File: src/rtl/ifetch_queue_if.sv
// Fetch-queue bus bundle: instruction-memory request/response and the
// valid/ready instruction stream toward decode.
interface ifetch_queue_if;
  logic        imem_req;
  logic [63:0] imem_addr;
  logic [31:0] imem_rdata;
  logic        inst_valid;
  logic [31:0] inst;
  logic [63:0] inst_pc;
  logic        inst_ready;

  modport master (
    output imem_req, imem_addr, inst_valid, inst, inst_pc,
    input  imem_rdata, inst_ready
  );

  modport slave (
    input  imem_req, imem_addr, inst_valid, inst, inst_pc,
    output imem_rdata, inst_ready
  );
endinterface

File: src/rtl/ifetch_queue.sv
// Instruction fetch queue: runs fetches ahead of decode into a DEPTH-entry FIFO,
// flushed by redirect. Define IFQ_BYPASS_EN to forward returning words when empty.
module ifetch_queue #(
  parameter int          DEPTH  = 4,
  parameter logic [63:0] INITPC = 64'h0
) (
  input  logic                         clk,
  input  logic                         reset,
  input  logic                         halt,
  input  logic                         redirect,
  input  logic [63:0]                  redirect_pc,
  ifetch_queue_if.master               bus,
  output logic [$clog2(DEPTH+1)-1:0]   occupancy
);
  localparam int PW = $clog2(DEPTH);
  localparam int CW = $clog2(DEPTH+1);

  logic [63:0]   r_fetch_pc;
  logic [63:0]   r_inflight_pc;
  logic          r_inflight;
  logic [31:0]   r_inst [DEPTH];
  logic [63:0]   r_pc   [DEPTH];
  logic [PW-1:0] r_rd_ptr;
  logic [PW-1:0] r_wr_ptr;
  logic [CW-1:0] r_count;

  logic [CW:0]   w_used;
  logic          w_issue;
  logic          w_ret;
  logic          w_empty;
  logic          w_valid;
  logic          w_push;
  logic          w_pop;

  // An in-flight fetch already owns a slot, so issue only while count+inflight leaves room.
  assign w_used    = {1'b0, r_count} + {{CW{1'b0}}, r_inflight};
  assign w_issue   = ~reset & ~halt & ~redirect & (w_used < (CW+1)'(DEPTH));
  assign w_ret     = r_inflight & ~redirect;
  assign w_empty   = (r_count == '0);

  assign bus.imem_req   = w_issue;
  assign bus.imem_addr  = r_fetch_pc;
  assign bus.inst_valid = w_valid;
  assign occupancy      = r_count;

`ifdef IFQ_BYPASS_EN
  logic w_byp;
  assign w_byp       = w_empty & w_ret;
  assign w_valid     = ~w_empty | w_byp;
  assign bus.inst    = w_byp ? bus.imem_rdata : r_inst[r_rd_ptr];
  assign bus.inst_pc = w_byp ? r_inflight_pc  : r_pc[r_rd_ptr];
  // A forwarded word that is accepted never occupies a queue slot.
  assign w_push      = w_ret & ~(w_byp & bus.inst_ready);
  assign w_pop       = w_valid & bus.inst_ready & ~w_byp;
`else
  assign w_valid     = ~w_empty;
  assign bus.inst    = r_inst[r_rd_ptr];
  assign bus.inst_pc = r_pc[r_rd_ptr];
  assign w_push      = w_ret;
  assign w_pop       = w_valid & bus.inst_ready;
`endif

  always_ff @(posedge clk) begin
    if (reset) begin
      r_fetch_pc    <= INITPC;
      r_inflight    <= 1'b0;
      r_inflight_pc <= '0;
      r_rd_ptr      <= '0;
      r_wr_ptr      <= '0;
      r_count       <= '0;
      for (int i = 0; i < DEPTH; i++) begin
        r_inst[i] <= '0;
        r_pc[i]   <= '0;
      end
    end else if (redirect) begin
      // Queue and the returning word are discarded; a concurrent pop already handed off its entry.
      r_fetch_pc <= redirect_pc & ~64'h3;
      r_inflight <= 1'b0;
      r_rd_ptr   <= '0;
      r_wr_ptr   <= '0;
      r_count    <= '0;
    end else begin
      r_inflight <= w_issue;
      if (w_issue) begin
        r_inflight_pc <= r_fetch_pc;
        r_fetch_pc    <= r_fetch_pc + 64'd4;
      end
      if (w_push) begin
        r_inst[r_wr_ptr] <= bus.imem_rdata;
        r_pc[r_wr_ptr]   <= r_inflight_pc;
        r_wr_ptr         <= r_wr_ptr + PW'(1);
      end
      if (w_pop) begin
        r_rd_ptr <= r_rd_ptr + PW'(1);
      end
      case ({w_push, w_pop})
        2'b10:   r_count <= r_count + CW'(1);
        2'b01:   r_count <= r_count - CW'(1);
        default: r_count <= r_count;
      endcase
    end
  end
endmodule

File: src/flat_wrapper.sv
// flat-port wrapper written by rule: the top's interface ports become plain ports
module ifetch_queue_flat 
#(
  parameter int          DEPTH  = 4,
  parameter logic [63:0] INITPC = 64'h0
)
  (clk, reset, halt, redirect, redirect_pc, occupancy, bus_imem_req, bus_imem_addr, bus_inst_valid, bus_inst, bus_inst_pc, bus_imem_rdata, bus_inst_ready);
  ifetch_queue_if bus_i ();
  input  logic clk;
  input  logic reset;
  input  logic halt;
  input  logic redirect;
  input  logic [63:0] redirect_pc;
  output logic [$clog2(DEPTH+1)-1:0] occupancy;
  output wire logic [$bits(bus_i.imem_req)-1:0] bus_imem_req;
  output wire logic [$bits(bus_i.imem_addr)-1:0] bus_imem_addr;
  output wire logic [$bits(bus_i.inst_valid)-1:0] bus_inst_valid;
  output wire logic [$bits(bus_i.inst)-1:0] bus_inst;
  output wire logic [$bits(bus_i.inst_pc)-1:0] bus_inst_pc;
  input wire logic [$bits(bus_i.imem_rdata)-1:0] bus_imem_rdata;
  input wire logic [$bits(bus_i.inst_ready)-1:0] bus_inst_ready;
  assign bus_imem_req = bus_i.imem_req;
  assign bus_imem_addr = bus_i.imem_addr;
  assign bus_inst_valid = bus_i.inst_valid;
  assign bus_inst = bus_i.inst;
  assign bus_inst_pc = bus_i.inst_pc;
  assign bus_i.imem_rdata = bus_imem_rdata;
  assign bus_i.inst_ready = bus_inst_ready;
  ifetch_queue #(.DEPTH(DEPTH), .INITPC(INITPC)) u_core (.clk(clk), .reset(reset), .halt(halt), .redirect(redirect), .redirect_pc(redirect_pc), .bus(bus_i), .occupancy(occupancy));
endmodule
File: config.mk
export PLATFORM = sky130hd
export DESIGN_NAME = ifetch_queue_flat
export DESIGN_NICKNAME = d
export VERILOG_FILES = /design/src/rtl/ifetch_queue_if.sv /design/src/rtl/ifetch_queue.sv /design/src/flat_wrapper.sv
export SDC_FILE = /design/constraint.sdc
export NUM_CORES = 1
export LEC_CHECK = 0
export ABC_AREA = 1
export CORE_ASPECT_RATIO = 0.5
export CORE_UTILIZATION = 49
export CTS_CLUSTER_DIAMETER = 120
export CTS_CLUSTER_SIZE = 25
export DETAILED_ROUTE_END_ITERATION = 6
export PLACE_DENSITY = 0.78
export REMOVE_ABC_BUFFERS = 1
export SLEW_MARGIN = 40
export SYNTH_ARGS = -nofsm -noshare
export SYNTH_HDL_FRONTEND = slang
export SYNTH_SLANG_ARGS = --single-unit
File: constraint.sdc
create_clock -name clk -period 16.39 [get_ports clk]
set_input_delay 4.917 -clock clk [delete_from_list [all_inputs] [get_ports clk]]
set_output_delay 4.917 -clock clk [all_outputs]
set_load 0.1 [all_outputs]
==> results by stage, run 1 <==
Run status:
- The flow ran to the end, but the final reports show violations.
- The checks that failed: design-rule violations.

Timing:
- Setup violations remaining at the end of the flow were counted as 0.
- The slew at the pin closest to its max-slew limit is 0.893 ns.
- Headroom to the max-slew limit came out at 0.405.
- Static timing analysis puts the maximum clock frequency at ~85 MHz.
- The final critical path time including I/O delays and setup is 11.76 ns.
- The final count of hold timing violations is 0.
- The accumulated negative setup slack is 0 ns.
- The setup skew after layout is between 0.02 and 0.03 ns.
- In the finished design, the share of the clock period the worst path needs comes to 0.717.
- The minimum setup slack in the final design is between 4 and 5 ns.
- Setup repair after global routing left no endpoint under its margin.
- The count of final max-slew check failures came to 0.
- The final hold slack is about 0.46 ns.

Setup path:
- The worst register-to-register path ends at u_core.r_pc[2][29]$_SDFFCE_PN0P_.
- The critical path required time is roughly 11 ns.
- The worst register-to-register path has a depth of 8.
- The worst flop-to-flop path startpoint is u_core.r_inflight$_SDFF_PP0_.
- The worst setup path is captured at a primary output.
- The launch point of the worst path is redirect.
- Of all nets on the critical path, the largest fanout is 65.
- The kind of critical path is in -> out.
- STA classifies the critical path startpoint as an input pin.
- The data arrival time of the critical path is about 6.8 ns.
- The setup check on the worst reg-to-reg path leaves a slack of 13.19 ns.

Logic synthesis:
- The number of standard cells after synthesis is between 2,000 and 3,000.
- By area the synthesized netlist is led by edfxtp_1 (47%), dfxtp_1 (11%), nor2_1 (10%).
- The cell area after synthesis is around 24,000 sq um.
- After synthesis the netlist holds a flip-flop and latch count of 510.
- The leading register cell type out of synthesis is edfxtp_1.
- The netlist uses between 40 and 50 different library cells.
- The number of warnings printed during yosys synthesis is 0.
- Each instance of the synthesized netlist takes up on average roughly 9 sq um.
- Of the post-synthesis cell area, the dominant cell type holds 0.470.
- The number of enable flip-flop cells after synthesis is ~380.
- Among all cell types in the netlist, the one instantiated most often is nor2_1.
- The synthesized design spends more area on one cell type than any other, namely edfxtp_1.
- The share of the Yosys chip area taken by registers is 0.582.
- Of all flip-flops after synthesis, the portion carrying an async set or reset was 0.
- After synthesis, the most frequently instantiated cells are nor2_1 (647), edfxtp_1 (376), inv_1 (298), nand2_1 (294), o21ai_0 (280).

Global route:
- The number of global-route vias before repair is about 18,000.
- The pin count of the biggest net entering global routing is between 90 and 100.
- The global-route wire length before repair is around 100,000 um.
- After global routing the overflow that remains totals 0.
- For this run, the total global-route usage over all layers was measured as 0.261.
- The number of antenna violations at the first check in global routing is 4.

Place:
- Prior to clock tree synthesis, the placed netlist has a worst setup slack of 4.70 ns.
- Including well taps, the total number of placed cells is approximately 3,400.
- During placement, the flow inserted port buffers numbering between 200 and 300.
- The final estimated routing congestion in global placement is between 0.9 and 1.
- The placed wire-length estimate is around 42,000 um.

Pwr:
- For this design the static power due to leakage is 9.74 nW.
- VDD sags by at most 0.0000700 V.
- For this design the ratio of total power to cell area is 92.8 nW/um^2.

Die:
- For this configuration, the core starts out at a cell density of 0.505.
- The die is roughly 320 um wide.
- The floorplan step defined a core boundary enclosing 47,600 sq um.
- The die height is roughly 160 um.
- The row count is 56.
- During I/O placement, the number of pins put on the boundary was between 200 and 300.
- The floorplan step defined a die boundary enclosing 50,000 sq um.

Clock tree:
- Clock tree synthesis selected as its root buffer the cell clkbuf_16.
- Gates resized during post-CTS repair numbered 0.
- The buffer depth of the longest clock path is 3.
- The clock net in this run drives a total of 510 sinks.
- The TritonCTS clock tree is done.
- The buffer count from post-CTS setup fixing is 0.
- Clock-pin slew was measured on the worst setup and hold paths at roughly 0.10 ns.
- The quantity of hold-fixing buffers added after cts is 0.
- The depth of the CTS H-tree is 1.
- The later pin in the worst-skew pair is clocked with a latency of a little under 0.6 ns.
- The clock buffer count from CTS is 24.

Job:
- Across the run, the number of max-cap violations was 0.

Layout:
- At the end of the flow, the number of nets in the layout was just under 3,000.
- The share of cells above drive strength 1 is 0.131.
- The finished layout holds around 3,500 standard cells, fillers aside.
- The layout overhead on the synthesized area is 12.1%.

Detailed routing:
- In this run the remaining antenna-violating nets after routing total 0.
- In the final routed layout, each cell accounts on average for 19.1 um.
- The routed layout has about 19,000 vias.
- In the routed layout, each cell is associated on average with a via count of ~5.5.
- For this block, the routed nets add up to 66,300 um of wire.
- Before antenna repair, the detailed router went through 7 iterations.
- After the first detailed-routing iteration, the DRC count stood at approximately 1,800.
- The DRC violation count after routing is 1.

Worst hold path:
- The number of cells traversed by the worst hold path is 2.
- The worst hold path begins at u_core.r_rd_ptr[1]$_SDFFE_PP0P_.
- The min-delay analysis places its worst path in the category reg -> reg.
==> state kept, by name, summed over array words and instances (netlist names), named ones only <==
register              flops
u_core.r_inst           128
u_core.r_rd_ptr           2
u_core.r_pc             248
u_core.r_inflight         1
u_core.bus.imem_addr     62
u_core.r_inflight_pc     62
u_core.r_wr_ptr           2
u_core.occupancy          3
==> kinds of logic (layout without fill, tap and decap cells) <==
logic type,after synthesis,in the layout,synth area share
AO/OA/AOI/OAI,499,499,0.113
XOR/XNOR,21,21,0.00766
adder cells (fa/ha/maj),3,3,0.00188
buffers and inverters,479,660,0.0815
flip-flops,510,510,0.582
other,1,7,0.000156
AND/OR/NAND/NOR,1140,1140,0.214
==> metal layers <==
metal,track usage,vias to the layer above,routed length [um]
met2,0.466,714,33700
met5,0,-,0
li1,-,9010,-
met1,0.330,9248,26000
met4,0.102,0,2390
met3,0.0241,122,4230
==> how the worst max path moves through the flow <==
stage                   endpoint  slack (ns)  cells after the start
floorplan            bus_inst[0]        3.54                      3
global placement    bus_imem_req        3.97                      7
detailed placement  bus_imem_req        4.70                      7
CTS                 bus_imem_req        4.70                      7
global route        bus_imem_req        4.57                      7
finish              bus_imem_req        4.63                      7
==> stage by stage <==
step	area (sq um)	utilization	total power, mW
after floorplan	23300	-	1.73
after global placement	27000	0.567	1.84
after detailed placement	26200	0.551	1.83
after CTS	26900	0.566	2.50
after global routing	26900	0.566	2.56
final	26900	0.566	2.50
==> layout make-up <==
cell class	instances	area [sq um]
inverters	329	1250
clock inverters	1	16.3
multi-input cells	1667	8160
flip-flops and latches	510	14000
clock buffers	43	693
repair buffers	287	2010
diodes	3	7.51
well taps	638	798
fillers	4075	20700
==> report_power, final <==
group	switching, mW	internal, mW
logic	0.273	0.0660
clock network	0.407	0.293
registers	0.0282	1.43
==> worst max-delay path, stage by stage <==
cell and delay (ns):
buf_2 0.09, buf_4 0.30, nor2_8 0.28, nand3_4 0.09
inv_2 0.07, buf_4 0.42, buf_2 0.53
==> placed cells by master, fill, tap and decap left out, types with 23 or more instances in the layout <==
cell / count
buf_4: 23
dfxtp_1: 132
o21ai_0: 278
nand3_1: 50
clkdlybuf4s50_1: 96
inv_2: 29
a211oi_1: 24
nor2_4: 71
a21oi_1: 73
nor2_1: 647
o22ai_1: 94
inv_1: 296
nand2_1: 292
clkbuf_16: 25
edfxtp_1: 376
buf_2: 163
No activity file was read; power rests on OpenSTA's default activity.
==> run 2, diff against run 1 <==
- PLACE_DENSITY: 0.78 -> 0.81
- clock period: 16.39 -> 10.8 ns (I/O delays scaled with it)
==> results by stage, run 2 (same netlist as run 1, synthesis figures left out) <==
Run status:
- The flow ran to the end, but the final reports show violations.
- The final reports fail on design-rule violations.

Die:
- The starting density of the core is 0.505.
- The region available for standard cell placement spans approximately 48,000 sq um.
- The I/O pin total is roughly 270.
- After floorplanning, the core was divided into 56 placement rows.
- The die covers around 50,000 sq um.
- The die height is roughly 160 um.
- The x dimension of the die is around 320 um.

Layout:
- The area occupied by multi-input gates is 8170 sq um.
- The share of cells above drive strength 1 is 0.130.
- The net count of the finished layout is between 2,000 and 3,000.
- The sequential cell area is roughly 14,000 sq um.
- The filler cells instantiated in the layout total between 4,000 and 5,000.
- The fraction of the core area covered by cells at the end of the flow is 0.565.
- The largest registers in the layout are u_core.r_pc x248, u_core.r_inst x128.
- The layout overhead on the synthesized area is 12.0%.
- In the layout the commonest cells are nor2_1 (647), edfxtp_1 (376), inv_1 (296).
- The most flop-heavy register is u_core.r_pc.
- The flip-flop count of the largest register, all copies and words added is 248.
- The library cell used most frequently in the layout, excluding fill and tap cells, is nor2_1.

Clock tree:
- After clock tree synthesis, the clock-pin slew on the worst setup and hold paths is roughly 0.1 ns.
- In this run the number of H-tree levels came out at 1.
- The buffer depth of the longest clock path is 3.
- The post-CTS resize count is 0.
- CTS saw around 500 sinks.
- TritonCTS built the clock tree.
- Clock tree synthesis inserted a total of 24 buffers.
- Clock tree synthesis selected as its root buffer the cell clkbuf_16.
- Hold repair after CTS inserted 0 buffers.
- The buffer count from post-CTS setup fixing is 0.
- The source-to-sink clock delay at the later pin of the worst-skew pair is roughly 0.58 ns.

Timing:
- Hold timing on the final database bottoms out at a slack of 0.465 ns.
- In this run the tightest slew margin relative to its limit is 0.416.
- The slew at the pin closest to its max-slew limit is approximately 0.9 ns.
- Setup violations remaining at the end of the flow were counted as 0.
- The count of final max-slew check failures was 0.
- The minimum setup slack in the final design is approximately 2.6 ns.
- Setup repair after global routing left no endpoint under its margin.
- The highest clock frequency the design can meet is ~120 MHz.
- In the finished design, the share of the clock period the worst path needs comes to 0.764.
- The final count of hold timing violations is 0.
- The accumulated negative setup slack is 0 ns.
- The smallest clock period supported by the final layout is computed as 8.25 ns.
- The setup skew after layout is between 0.015 and 0.02 ns.

Pwr:
- The leakage power figure is between 9 and 10 nW.
- The maximum vdd drop is between 0.0001 and 0.00015 V.
- Overall power consumption after layout is estimated at roughly 3.8 mW.
- The cell area power density is about 140 nW/um^2.

Setup path:
- The critical path required time is approximately 7.6 ns.
- STA classifies the critical path endpoint as a primary output.
- The worst setup path is launched from an input pin.
- The worst flop-to-flop path startpoint is u_core.r_inflight$_SDFF_PP0_.
- The peak fanout along the critical path is between 40 and 50.
- The terminus of the critical flop-to-flop path is u_core.r_inst[0][21]$_SDFFCE_PN0P_.
- Tracing the worst setup path back leads to its startpoint at halt.
- The worst setup path is of the in -> out kind.
- Data on the critical path arrives at its endpoint at 5.01 ns.
- Measured in cells, the most critical reg-to-reg path has a length of 5.
- The register-to-register setup slack is roughly 7.6 ns.

Detailed routing:
- The via count of the routed design is roughly 19,000.
- Summed over all layers, the routed wires come to 65,800 um.
- The post-detailed-route count of antenna-violating nets is 0.
- The average detailed-routed wire length per instance is around 19 um.
- After detailed routing, the number of remaining DRC violations is 1.
- Using the TritonRoute via totals, the vias-per-cell ratio works out to around 5.5.
- The iteration count of the initial detailed-routing pass is 7.
- After the first detailed-routing iteration, the DRC count stood at between 1,500 and 2,000.

Place:
- Routability-driven placement finished with a final weighted congestion of between 0.9 and 1.
- At the placement stage, the worst setup path has a slack of ~2.6 ns.
- After legalization and detailed placement, the total HPWL measured 40,800 um.
- In this run the tool buffered the top-level ports with roughly 260 buffer cells.

Global route:
- The number of antenna violations at the first check in global routing is 7.
- The number of global-route vias before repair is between 15,000 and 20,000.
- The total routing usage reported by global routing is 0.256.
- The global-route wire length before repair is about 100,000 um.
- The pin count of the biggest net entering global routing is 95.
- For this run the aggregate overflow at the end of global routing stands at 0.

Job:
- The count of maximum capacitance violations is 0.

Worst hold path:
- The number of cells traversed by the worst hold path is 2.
- The worst hold path begins at u_core.r_rd_ptr[1]$_SDFFE_PP0P_.
- The worst min-delay path category is reg -> reg.
run 2: cell type report:
type,count,share of cell area
Timing Repair Buffer,283,0.0736
Antenna cell,5,0.000465
Clock inverter,2,0.00121
Sequential cell,510,0.520
Clock buffer,42,0.0248
Inverter,329,0.0466
Tap cell,638,0.0297
Multi-Input combinational cell,1667,0.304
run 2: worst max-delay path, stage by stage:
cell	delay [ns]
clkdlybuf4s50_1	0.40
nor2_1	0.18
nand3_4	0.10
inv_2	0.62
buf_4	0.43
run 2: per-stage QoR:
stage	instances	instance area, sq um
2_1_floorplan	2506	23300
3_3_place_gp	3427	26900
3_5_place_dp	3427	26200
4_1_cts	3471	26900
5_1_grt	3476	26900
6_report	3476	26900
run 2: worst max-delay path by stage:
stage	cells past startpoint	end	slack, ns
global route	5	bus_imem_req	2.47
floorplan	3	bus_inst[0]	-0.38
global placement	5	bus_imem_req	2.54
CTS	5	bus_imem_req	2.56
detailed placement	5	bus_imem_req	2.56
finish	5	bus_imem_req	2.55
run 2: routing by layer:
| layer | share of wire | up-vias | GRT usage |
|---|---|---|---|
| met5 | 0.00020 | - | 0 |
| met4 | 0.043 | 2 | 0.113 |
| met3 | 0.065 | 148 | 0.0253 |
| met2 | 0.49 | 770 | 0.449 |
| met1 | 0.40 | 9218 | 0.324 |
| li1 | - | 9005 | - |
run 2: report_power, final:
group	total, mW	switching, mW	internal [mW]
combinational	0.512	0.413	0.0993
clock	1.05	0.616	0.432
sequential	2.21	0.0418	2.17
total	3.77	1.07	2.70
